$ cat config.mk
export PLATFORM = sky130hd
export DESIGN_NAME = kbest_symbol_reorder_demap
export DESIGN_NICKNAME = d
export VERILOG_FILES = /design/src/rtl/kbest_symbol_reorder_demap.sv
export SDC_FILE = /design/constraint.sdc
export NUM_CORES = 1
export LEC_CHECK = 0
export BUFFER_PORTS_ARGS = -buffer_cell sky130_fd_sc_hd__clkbuf_2
export CAP_MARGIN = 20
export CORE_AREA = 2 2 84 86
export CTS_CLUSTER_DIAMETER = 50
export DETAILED_ROUTE_END_ITERATION = 10
export DIE_AREA = 0 0 86 88
export PLACE_DENSITY = 0.76
export SLEW_MARGIN = 20
export SYNTH_ARGS = -nofsm -noshare
export SYNTH_HDL_FRONTEND = slang
export SYNTH_SLANG_ARGS = --single-unit
$ cat constraint.sdc
create_clock -name clk -period 7 [get_ports clk]
set_input_delay 0.35 -clock clk [delete_from_list [all_inputs] [get_ports clk]]
set_output_delay 0.35 -clock clk [all_outputs]
set_load 0.01 [all_outputs]
$ cat src/rtl/kbest_symbol_reorder_demap.sv
// K-best output stage: undoes the QR column permutation, Gray-demaps
// PAM4 symbols and hands out one double-buffered frame of bits.
module kbest_symbol_reorder_demap #(
  parameter int N_DIM = 8,
  parameter int SYM_W = 3,
  parameter int IDX_W = 3
) (
  input  logic                    clk,
  input  logic                    rst,
  input  logic [IDX_W*N_DIM-1:0]  colorder,
  input  logic                    sym_valid,
  output logic                    sym_ready,
  input  logic signed [SYM_W-1:0] sym_in,
  output logic                    out_valid,
  input  logic                    out_ready,
  output logic [2*N_DIM-1:0]      bits_out,
  output logic                    sym_err,
  output logic                    order_err
);

  localparam logic signed [SYM_W-1:0] LVL_M3 = SYM_W'(-3);
  localparam logic signed [SYM_W-1:0] LVL_M1 = SYM_W'(-1);
  localparam logic signed [SYM_W-1:0] LVL_P1 = SYM_W'(1);
  localparam logic signed [SYM_W-1:0] LVL_P3 = SYM_W'(3);
  localparam logic [IDX_W-1:0] CNT_LAST = IDX_W'(N_DIM - 1);

  logic [IDX_W-1:0]       cnt;
  logic [IDX_W*N_DIM-1:0] lat_order;
  logic [IDX_W*N_DIM-1:0] order_sel;
  logic [2*N_DIM-1:0]     fill_bits;
  logic [2*N_DIM-1:0]     nxt_bits;
  logic [N_DIM-1:0]       fill_wr;
  logic [N_DIM-1:0]       nxt_wr;
  logic                   fill_serr;
  logic                   fill_oerr;
  logic                   nxt_serr;
  logic                   nxt_oerr;
  logic                   fill_full;
  logic [IDX_W-1:0]       lay;
  logic [IDX_W-1:0]       slot;
  logic [1:0]             gray;
  logic                   bad;
  logic                   sym_xfer;
  logic                   out_free;
  logic                   last;

  assign sym_ready = !fill_full;
  assign sym_xfer  = sym_valid && sym_ready;
  assign out_free  = !out_valid || out_ready;
  assign last      = (cnt == CNT_LAST);

  always_comb begin
    gray = 2'b00;
    bad  = 1'b0;
    case (sym_in)
      LVL_M3:  gray = 2'b00;
      LVL_M1:  gray = 2'b01;
      LVL_P1:  gray = 2'b11;
      LVL_P3:  gray = 2'b10;
      default: bad  = 1'b1;
    endcase
  end

  // First symbol of a frame starts from a clean buffer and the live order
  always_comb begin
    order_sel = (cnt == '0) ? colorder : lat_order;
    lay       = CNT_LAST - cnt;
    slot      = order_sel[IDX_W*lay +: IDX_W];
    nxt_bits  = (cnt == '0) ? '0 : fill_bits;
    nxt_wr    = (cnt == '0) ? '0 : fill_wr;
    nxt_serr  = (cnt == '0) ? 1'b0 : fill_serr;
    nxt_oerr  = (cnt == '0) ? 1'b0 : fill_oerr;
    nxt_oerr  = nxt_oerr || nxt_wr[slot];
    nxt_serr  = nxt_serr || bad;
    nxt_bits[2*slot +: 2] = gray;
    nxt_wr[slot] = 1'b1;
  end

  always_ff @(posedge clk) begin
    if (rst) begin
      cnt       <= '0;
      lat_order <= '0;
      fill_bits <= '0;
      fill_wr   <= '0;
      fill_serr <= 1'b0;
      fill_oerr <= 1'b0;
      fill_full <= 1'b0;
      out_valid <= 1'b0;
      bits_out  <= '0;
      sym_err   <= 1'b0;
      order_err <= 1'b0;
    end else begin
      if (sym_xfer) begin
        cnt       <= last ? '0 : cnt + 1'b1;
        lat_order <= order_sel;
        fill_bits <= nxt_bits;
        fill_wr   <= nxt_wr;
        fill_serr <= nxt_serr;
        fill_oerr <= nxt_oerr;
        if (last && !out_free)
          fill_full <= 1'b1;
      end
      if (sym_xfer && last && out_free) begin
        out_valid <= 1'b1;
        bits_out  <= nxt_bits;
        sym_err   <= nxt_serr;
        order_err <= nxt_oerr;
      end else if (fill_full && out_free) begin
        out_valid <= 1'b1;
        bits_out  <= fill_bits;
        sym_err   <= fill_serr;
        order_err <= fill_oerr;
        fill_full <= 1'b0;
      end else if (out_valid && out_ready) begin
        out_valid <= 1'b0;
      end
    end
  end

endmodule

## Word level (Yosys, flattened, before mapping)

Cells that the tools add are included.

| operators by class | value |
|---|---|
| $add $sub $neg | 3 |
| multiply operators | 1 |
| magnitude comparators | 2 |
| equality and inequality tests | 5 |
| shifts and indexed selects | 3 |
| multiplexer cells | 26 |
| bitwise gates (word level) | 1 |
| reduce and logical (&&, ||, !) cells | 17 |

Operator list:

| operator | number |
|---|---|
| $mux 16 | 3 |
| $neg 4->34 | 1 |
| $shift 2x34->16 const A | 1 |
| $shiftx 2x34->16 | 1 |
| $mux 24 | 1 |
| $shiftx 24x6->3 | 1 |
| $bwmux 16 | 1 |
| $mux 1 | 16 |
| $eq 3x3->1 const B | 3 |
| $mux 8 | 1 |
| $or 8x8->8 | 1 |
| $logic_and 1x1->1 | 7 |
| $pmux 2 s3 | 1 |
| $mul 2x3->5 const A | 1 |
| $lt 3x4->1 const B | 1 |
| $reduce_or 4->1 | 1 |
| $add 3x1->3 const B | 1 |
| $bmux 1 s3 | 1 |
| $demux 1 s3 | 1 |
| $eq 3x1->1 const B | 1 |
| $eq 3x2->1 const B | 1 |
| $ge 3x1->1 const B | 1 |
| $logic_not 1->1 | 3 |
| $logic_not 3->1 | 1 |
| other kinds (5) | 7 |

| word-level totals | value |
|---|---|
| bits in registers | 73 |
| input port bits | 31 |
| output and inout bits | 20 |
| logic and storage cells | 69 |

## Longest topological paths before layout

Gate-level depths: netlist (run 1).

| depth | value |
|---|---|
| depth after elaboration | 8 |
| depth in mapped cells | 18 |
| mapped depth without buffers | 14 |

## Least setup slack after synthesis (run 1)

No wires, ideal clock.

| path | value |
|---|---|
| path kind | flip-flop to flip-flop |
| start | reg cnt[0] |
| end | reg bits_out[13] |
| setup time | 0.067 ns |
| arrival time | 3.969 ns |
| data required time | 6.933 ns |
| path slack | 2.964 ns |
| cell stages (with the launch flop) | 18 |
| path buffers | 3 |
| cell sequence | dfxtp_1 -> buf_2 -> inv_1 -> ha_1 -> buf_4 -> nor2b_2 -> mux2_2 -> nand3_1 -> a31oi_2 -> clkbuf_1 -> inv_1 -> ha_1 -> ha_1 -> nor2b_1 -> nor4b_2 -> mux2_4 -> a221o_1 -> a21oi_2 |

| between the ends | value |
|---|---|
| word-level cells in the longest chain between the ends | 7 |

RTL lines:

| what | line | text |
|---|---|---|
| from (decl) | 27 | `logic [IDX_W-1:0] cnt;` |
| from (signal assigned) | 94 | `cnt <= last ? '0 : cnt + 1'b1;` |
| $sub 3x3->3 or $logic_not 3->1 (tied branches) | 67, 66, 69 |  |
| $mul 2x3->5 or $mux 24 (tied branches) | 68, 66 |  |
| $shiftx 24x6->3 | 68 | `slot = order_sel[IDX_W*lay +: IDX_W];` |
| $neg 4->34 | 75 | `nxt_bits[2*slot +: 2] = gray;` |
| $shiftx 2x34->16 or $shift 2x34->16 (tied branches) | 75 |  |
| $bwmux 16 | 75 |  |
| $mux 16 | 103 | `if (sym_xfer && last && out_free) begin` |
| to (signal assigned) | 105 | `bits_out <= nxt_bits;` |
| to (signal assigned) | 110 | `bits_out <= fill_bits;` |
| to (decl) | 16 | `output logic [2*N_DIM-1:0] bits_out,` |

Parallel ways exist; a longest one is shown, timed or not.
A chain may end at the register's enable or synchronous reset.

## Worst setup path in the final report (run 1)

Same ends and word-level chain as after synthesis.

==> impl_metrics.yaml, run 1 <==
timing:
  finalMaxSlewViolations: 0
  finalSetupViolations: 0
  maxSlewHeadroom_pct: 43.0
  grt_setup_unrepaired: "no"
  worstMarginPinSlew_ns: 0.852
  fin_setup_tns_ns: 0
  finalHoldViolCount: 0
  period_needed_ns: 4.88
  skew_ns: 0.00770
  fin_crit_sh_pct: 69.7
  fmax_mhz: 205
pwr:
  ir_drop_mv: 0.136
  power-per-cell-area_nw_per_um2: 233
  p_leak_nw: 1.51
drt:
  drt_iter0_markers: 225
  wl_per_cell_microns: 15.6
  drc_errors: 0
  ant_nets: 0
  viasPerCell: 5.91
  vias: 3188
  drt_wl_total_microns: 8400
  first_pass_iters: 5
synth:
  ys_seq_area_share_pct: 41.3
  avgSynthCellArea_sq_um: 8.37
  syn_inst: 423
  yosysWarnings: 0
  synth_seq_cells: 73
  synth_fp_nets: 459
  synth_edf_count: 0
  synth_cell_types: 49
  synth-async-reset-ratio_pct: 0
  synth_flop_cell: "dfxtp_1"
  netlist_area_sq_um: 3540
job:
  max-cap-violations: 0
place:
  dp_cells: 523
  globalplace.congestion: 0.855
  portBuffers: 50
  dpl.hpwl_microns: 5740
  dpl_cell_area_sq_um: 3780
cells_and_area:
  layout-drive-gt1-share_pct: 19.4
  fin_cells: 539
  regArea_sq_um: 1460
  diodes: 0
  nets: 490
  syn_to_final_growth_pct: 11.8
  stdcell_area_sq_um: 3960
  nFillCells: 611
  multi_input_area_sq_um: 1910
critical_path:
  worstSetupEndpoint: "bits_out[13]$_SDFFE_PP0P_"
  r2r_slack_ns: 2.12
  arrival_ns: 5.16
  r2r_cells: 14
  r2r-end: "bits_out[13]$_SDFFE_PP0P_"
  timing_worst_setup_path_type: "reg -> reg"
  critPathMaxStageDelay_ns: 0.74
  critPathSlowestCell: "a31oi_2"
  reg2reg_from: "cnt[0]$_SDFFE_PP0P_"
  crit_top_cell: "ha_1"
  required_ns: 7.28
  path_cells: "inv_1 > ha_1 > nor2b_2 > mux2_2 > nand3_1 > a31oi_2 > inv_1 > ha_1 > ha_1 > nor2b_1 > nor4b_2 > mux2_4 > a221o_1 > a21oi_2"
  crit_start: "cnt[0]$_SDFFE_PP0P_"
  endpoint_kind: "register"
  start_kind: "register"
  path_max_fanout: 18
clock_tree:
  tritoncts: "built"
  cts_sinks: 73
  cts_hold_buffers: 0
  root_buffer: "clkbuf_8"
  cts_buffers: 9
  cts.clk_slew.worst_paths_ns: 0.08
  clk_path_buf_depth: 2
  post_cts_resized: 0
  post_cts_buffers: 0
  clk_latency_ns: 0.34
  cts_max_level: 3
grt:
  grt_overflow: 0
  grt_usage_pct: 23.4
  grt_pass1_vias: 3017
  antenna_found_initial: 0
  grt_max_degree: 74
  grt_pass1_wl_microns: 14100
floorplanning:
  num_io_pins: 51
  die-area_sq_um: 7570
  die_y_microns: 88
  rows: 30
  initial_core_util_pct: 53.3
  coreArea_sq_um: 6640
  fp.dieW_microns: 86
worst_hold_path:
  hold_class: "in -> reg"
  worstHoldStart: "colorder[6]"
outcome:
  status: "finished clean"
[how the worst min path moves through the flow]
stage / end / slack [ns] / depth (start not counted)
4_1_cts: lat_order[3]$_SDFFE_PP0P_ / 0.21 / 3
5_1_grt: lat_order[5]$_SDFFE_PP0P_ / 0.23 / 3
2_1_floorplan: lat_order[13]$_SDFFE_PP0P_ / 0.43 / 2
6_report: lat_order[6]$_SDFFE_PP0P_ / 0.22 / 3
3_5_place_dp: bits_out[5]$_SDFFE_PP0P_ / 0.45 / 2
3_3_place_gp: bits_out[12]$_SDFFE_PP0P_ / 0.44 / 2
[cell usage in the layout (no fill, tap or decap), types with 2 or more instances in the layout]
cell and count:
inv_1 10, nor3_1 9, clkinv_2 3, a221o_1 2, nor4b_2 2, nor2_1 40
clkbuf_2 50, a211oi_1 3, ha_1 5, mux2_2 2, mux2i_1 12, a32oi_1 7
mux4_2 7, clkbuf_8 11, a32o_1 2, a22oi_1 14, nor2b_1 4, o221ai_1 12
nand2b_1 5, o21a_1 5, mux2_4 3, o21ai_0 10, or3_1 2, nand3_1 2
buf_4 3, dfxtp_1 73, a21oi_1 54, nand2_1 79, and2_1 4, and3_1 2
clkbuf_1 2
[sequential cells by signal, summed over array words and instances (netlist names), 3 cells and up]
signal / flops
cnt: 3
fill_bits: 16
bits_out: 16
lat_order: 24
fill_wr: 8
[metrics by stage]
step | setup slack [ns] | util (%) | hold slack (ns) | power, mW
floorplan | 2.96 | - | 0.433 | 0.588
global placement | 2.48 | 56.9 | 0.439 | 0.621
detailed placement | 2.20 | 56.9 | 0.446 | 0.627
CTS | 2.18 | 59.5 | 0.215 | 0.923
global route | 1.72 | 59.6 | 0.231 | 0.963
finish | 2.12 | 59.6 | 0.222 | 0.922
[power breakdown]
part | leakage [nW] | total (mW) | switching, mW | internal (mW)
Sequential | 0.593 | 0.443 | 0.0118 | 0.431
Combinational | 0.827 | 0.177 | 0.108 | 0.0690
Clock | 0.0932 | 0.301 | 0.154 | 0.147
Total | 1.51 | 0.922 | 0.275 | 0.647
[final cells by class]
class	instances	area share, %
tap	80	2.53
inverter	11	1.04
timing repair buffer	53	6.89
multi-input combinational	306	48.2
clock buffer	13	4.01
clock inverter	3	0.379
sequential	73	36.9
[worst max-delay path, delay by kind of cell (launching register included)]
kind	cells	cell delay (ns)
AND/OR/NAND/NOR	4	1.22
buffers and inverters	2	0.38
multiplexers	2	0.60
AO/OA/AOI/OAI	3	1.19
flip-flops	1	0.45
adder cells (fa/ha/maj)	3	0.97
[synthesized netlist by cell type (2+ instances only)]
| master | number | area (sq um) |
|---|---|---|
| a211oi_1 | 3 | 22.5 |
| a21oi_1 | 54 | 270 |
| a221o_1 | 2 | 20.0 |
| a22oi_1 | 14 | 105 |
| a32o_1 | 2 | 20.0 |
| a32oi_1 | 7 | 61.3 |
| and2_1 | 4 | 25.0 |
| and3_1 | 2 | 12.5 |
| buf_2 | 3 | 15.0 |
| clkbuf_1 | 28 | 105 |
| dfxtp_1 | 73 | 1460 |
| ha_1 | 5 | 62.6 |
| inv_1 | 10 | 37.5 |
| mux2_2 | 2 | 22.5 |
| mux2_4 | 3 | 45.0 |
| mux2i_1 | 12 | 120 |
| mux4_2 | 7 | 158 |
| nand2_1 | 80 | 300 |
| nand2b_1 | 5 | 31.3 |
| nand3_1 | 2 | 10.0 |
| nor2_1 | 40 | 150 |
| nor2b_1 | 4 | 25.0 |
| nor3_1 | 9 | 45.0 |
| nor4b_2 | 2 | 30.0 |
| o21a_1 | 5 | 37.5 |
| o21ai_0 | 10 | 50.1 |
| o221ai_1 | 12 | 105 |
| or3_1 | 2 | 12.5 |
[layer usage]
layer,up-vias,part of all wire [%],track usage [%]
li1,1562,-,-
met1,1512,45,29.2
met2,102,48,40.2
met3,12,5.3,5.09
met4,0,1.6,8.23
met5,-,0,0
[logic make-up after synthesis]
group / after synthesis / share of synthesized area (%)
simple gates: 156 / 19.5
compound gates: 119 / 22.2
flops: 73 / 41.3
buf+inv: 44 / 4.88
mux: 25 / 10.1
fa+ha+maj: 5 / 1.77
xor+xnor: 1 / 0.247
Power figures use the tool's default switching activity.
==> run 2: changes to the inputs <==
Settings changed: ABC_AREA set to 1, CORE_AREA 2 2 84 86 to 2 2 91 93, DIE_AREA 0 0 86 88 to 0 0 93 95.
Clock period 7 ns to 3.9 ns, I/O delays scaled along.
==> run 2 against run 1 <==
Against the previous run:
- cell area rose by 15%
- clock skew rose by 0.00098 ns
- synthesized cell count rose by 42%
- global-route usage rose by 0.60 points
- clock power rose by 130%
- wire length rose by 21%
- first-iteration DRC count rose by 84%
- count of clock-buffer cells in the layout fell by 1
- sequential cell count did not move
- highest routed layer unchanged
==> impl_metrics.yaml, run 2 <==
cells_and_area:
  largest_register_ffs: 24
  syn_to_final_growth_pct: 12.3
  layout_commonest_cell: "nand3_1"
  top_regs: "lat_order (24), bits_out (16), fill_bits (16)"
  layout-drive-gt1-share_pct: 15.7
  layout_common_cells: "nand3_1, nand2_1, inv_1, dfxtp_1, a21oi_1"
  diodes: 0
  top_register: "lat_order"
  nets: 673
worst_hold_path:
  hold_end: "out_valid$_SDFFE_PP0P_"
  worstHoldStart: "sym_valid"
  hold-path-cell-count: 3
  hold_class: "in -> reg"
timing:
  finalSetupViolations: 0
  maxSlewHeadroom_pct: 50.6
  finalMaxSlewViolations: 0
  worstMarginPinSlew_ns: 0.741
  fin_crit_sh_pct: 90.6
  fmax_mhz: 283
  fin_setup_tns_ns: 0
  period_needed_ns: 3.53
  skew_ns: 0.00868
  layout_setup_ws_ns: 0.367
  finalHoldViolCount: 0
  grt_setup_unrepaired: "no"
place:
  post-place-ws_ns: 0.481
  globalplace.congestion: 0.821
  dpl.hpwl_microns: 6810
  portBuffers: 50
synth:
  synthTopCellsByCount: "nand3_1, nand2_1, inv_1, dfxtp_1, a21oi_1"
  synth_cell_types: 31
  synth_fp_nets: 638
  ys_seq_area_share_pct: 35.9
  syn_inst: 602
  synth_top_area_share_pct: 35.9
  synth_flop_cell: "dfxtp_1"
  synth-async-reset-ratio_pct: 0
  synth.most_common_cell: "nand3_1"
  netlist_area_sq_um: 4070
  yosysTopAreaCell: "dfxtp_1"
  yosysWarnings: 0
  synth_seq_cells: 73
  synth_area_leaders: "dfxtp_1, nand3_1, nand2_1"
  synth_edf_count: 0
  avgSynthCellArea_sq_um: 6.75
critical_path:
  r2r_slack_ns: 0.37
  start_kind: "register"
  critPathBufInv: 1
  path_cells: "clkinv_1 > ha_1 > nand2_4 > nand2_1 > nand3_1 > nand3_1 > nand3_2 > nand2_4 > ha_1 > ha_1 > nor2_1 > nand2_1 > nand3_1 > o21ai_0 > o21ai_0 > a21oi_1"
  r2r_cells: 16
  critPathMaxStageDelay_ns: 0.50
  endpoint_kind: "register"
  required_ns: 4.14
  path_depth: 16
  r2r-end: "bits_out[14]$_SDFFE_PP0P_"
  path_max_fanout: 40
  path_delay_family: "simple AND/OR/NAND/NOR gates"
  arrival_ns: 3.77
  reg2reg_from: "cnt[1]$_SDFFE_PP0P_"
  critPathSlowestCell: "dfxtp_1"
  timing_worst_setup_path_type: "reg -> reg"
clock_tree:
  cts_buffers: 9
  cts_max_level: 3
  cts_hold_buffers: 0
  clk_path_buf_depth: 2
  post_cts_resized: 0
  cts.clk_slew.worst_paths_ns: 0.08
  post_cts_buffers: 0
  root_buffer: "clkbuf_8"
  clk_latency_ns: 0.36
  tritoncts: "built"
  cts_sinks: 73
grt:
  antenna_found_initial: 0
  grt_overflow: 0
  grt_pass1_wl_microns: 17000
  grt_max_degree: 77
  grt_usage_pct: 24.0
  grt_pass1_vias: 3752
floorplanning:
  rows: 33
  num_io_pins: 51
  fp.dieW_microns: 93
  die-area_sq_um: 8840
  die_y_microns: 95
  coreArea_sq_um: 7930
  initial_core_util_pct: 51.3
drt:
  ant_nets: 0
  vias: 4160
  viasPerCell: 5.57
  drt_iter0_markers: 413
  drt_wl_total_microns: 10100
  drc_errors: 0
  first_pass_iters: 5
  wl_per_cell_microns: 13.6
outcome:
  status: "finished clean"
pwr:
  p_leak_nw: 2.13
  ir_drop_mv: 0.229
  total_power_mw: 1.98
  power-per-cell-area_nw_per_um2: 433
job:
  max-cap-violations: 0
run 2: cell count changes in the layout (fill, tap and decap cells not counted), moves of 12 or more:
cell,change
nand3_1,+127
inv_1,+63
o211ai_1,+32
nand2_1,+25
nor2_1,-16
o21ai_0,+15
a22oi_1,-14
mux2i_1,-12
o221ai_1,-12
run 2: worst min-delay path, delay by kind of cell:
kind            cells  cell delay (ns)
compound gates      2             0.20
buf+inv             1             0.09
run 2: how the worst max path moves through the flow:
stage / start / endpoint / slack [ns]
global placement: cnt[1]$_SDFFE_PP0P_ / bits_out[10]$_SDFFE_PP0P_ / 0.59
finish: cnt[1]$_SDFFE_PP0P_ / bits_out[14]$_SDFFE_PP0P_ / 0.37
floorplan: cnt[0]$_SDFFE_PP0P_ / bits_out[14]$_SDFFE_PP0P_ / 0.82
detailed placement: cnt[1]$_SDFFE_PP0P_ / bits_out[15]$_SDFFE_PP0P_ / 0.48
global route: cnt[1]$_SDFFE_PP0P_ / bits_out[14]$_SDFFE_PP0P_ / 0.06
CTS: cnt[1]$_SDFFE_PP0P_ / bits_out[15]$_SDFFE_PP0P_ / 0.40
run 2: logic make-up (layout without fill, tap and decap cells):
logic type	after synthesis	count (layout)	share of synthesized area, %
adders and majority gates	5	5	1.54
DFF	73	73	35.9
and+or+nand+nor	284	284	32.5
buffers and inverters	118	158	12.5
AOI/OAI and AO/OA	122	122	17.5
run 2: area by class of cell:
class | count | area (sq um)
fillers | 801 | 3360
multi-input cells | 411 | 2100
flip-flops and latches | 73 | 1460
repair buffers | 61 | 333
inverters | 81 | 314
clock buffers | 12 | 155
well taps | 105 | 131
clock inverters | 4 | 75.1
run 2: through the flow:
step	hold WS, ns	cell area [sq um]	instances	utilization [%]
finish	0.177	4570	747	57.6
global route	0.216	4570	747	57.6
CTS	0.177	4570	747	57.6
detailed placement	0.457	4340	731	54.7
global placement	0.452	4340	731	54.7
floorplan	0.386	4070	602	-
run 2: per-layer routing:
layer	track usage, %	wire, microns	vias up
li1	-	-	2094
met1	31.8	4640	1914
met2	39.6	4730	138
met3	3.27	619	14
met4	10.0	161	0
met5	0	0	-
run 2: report_power, final:
group | internal, mW | switching [mW] | leakage, nW
clock network | 0.395 | 0.290 | 0.109
logic | 0.150 | 0.325 | 1.42
registers | 0.790 | 0.0270 | 0.599
total | 1.34 | 0.642 | 2.13
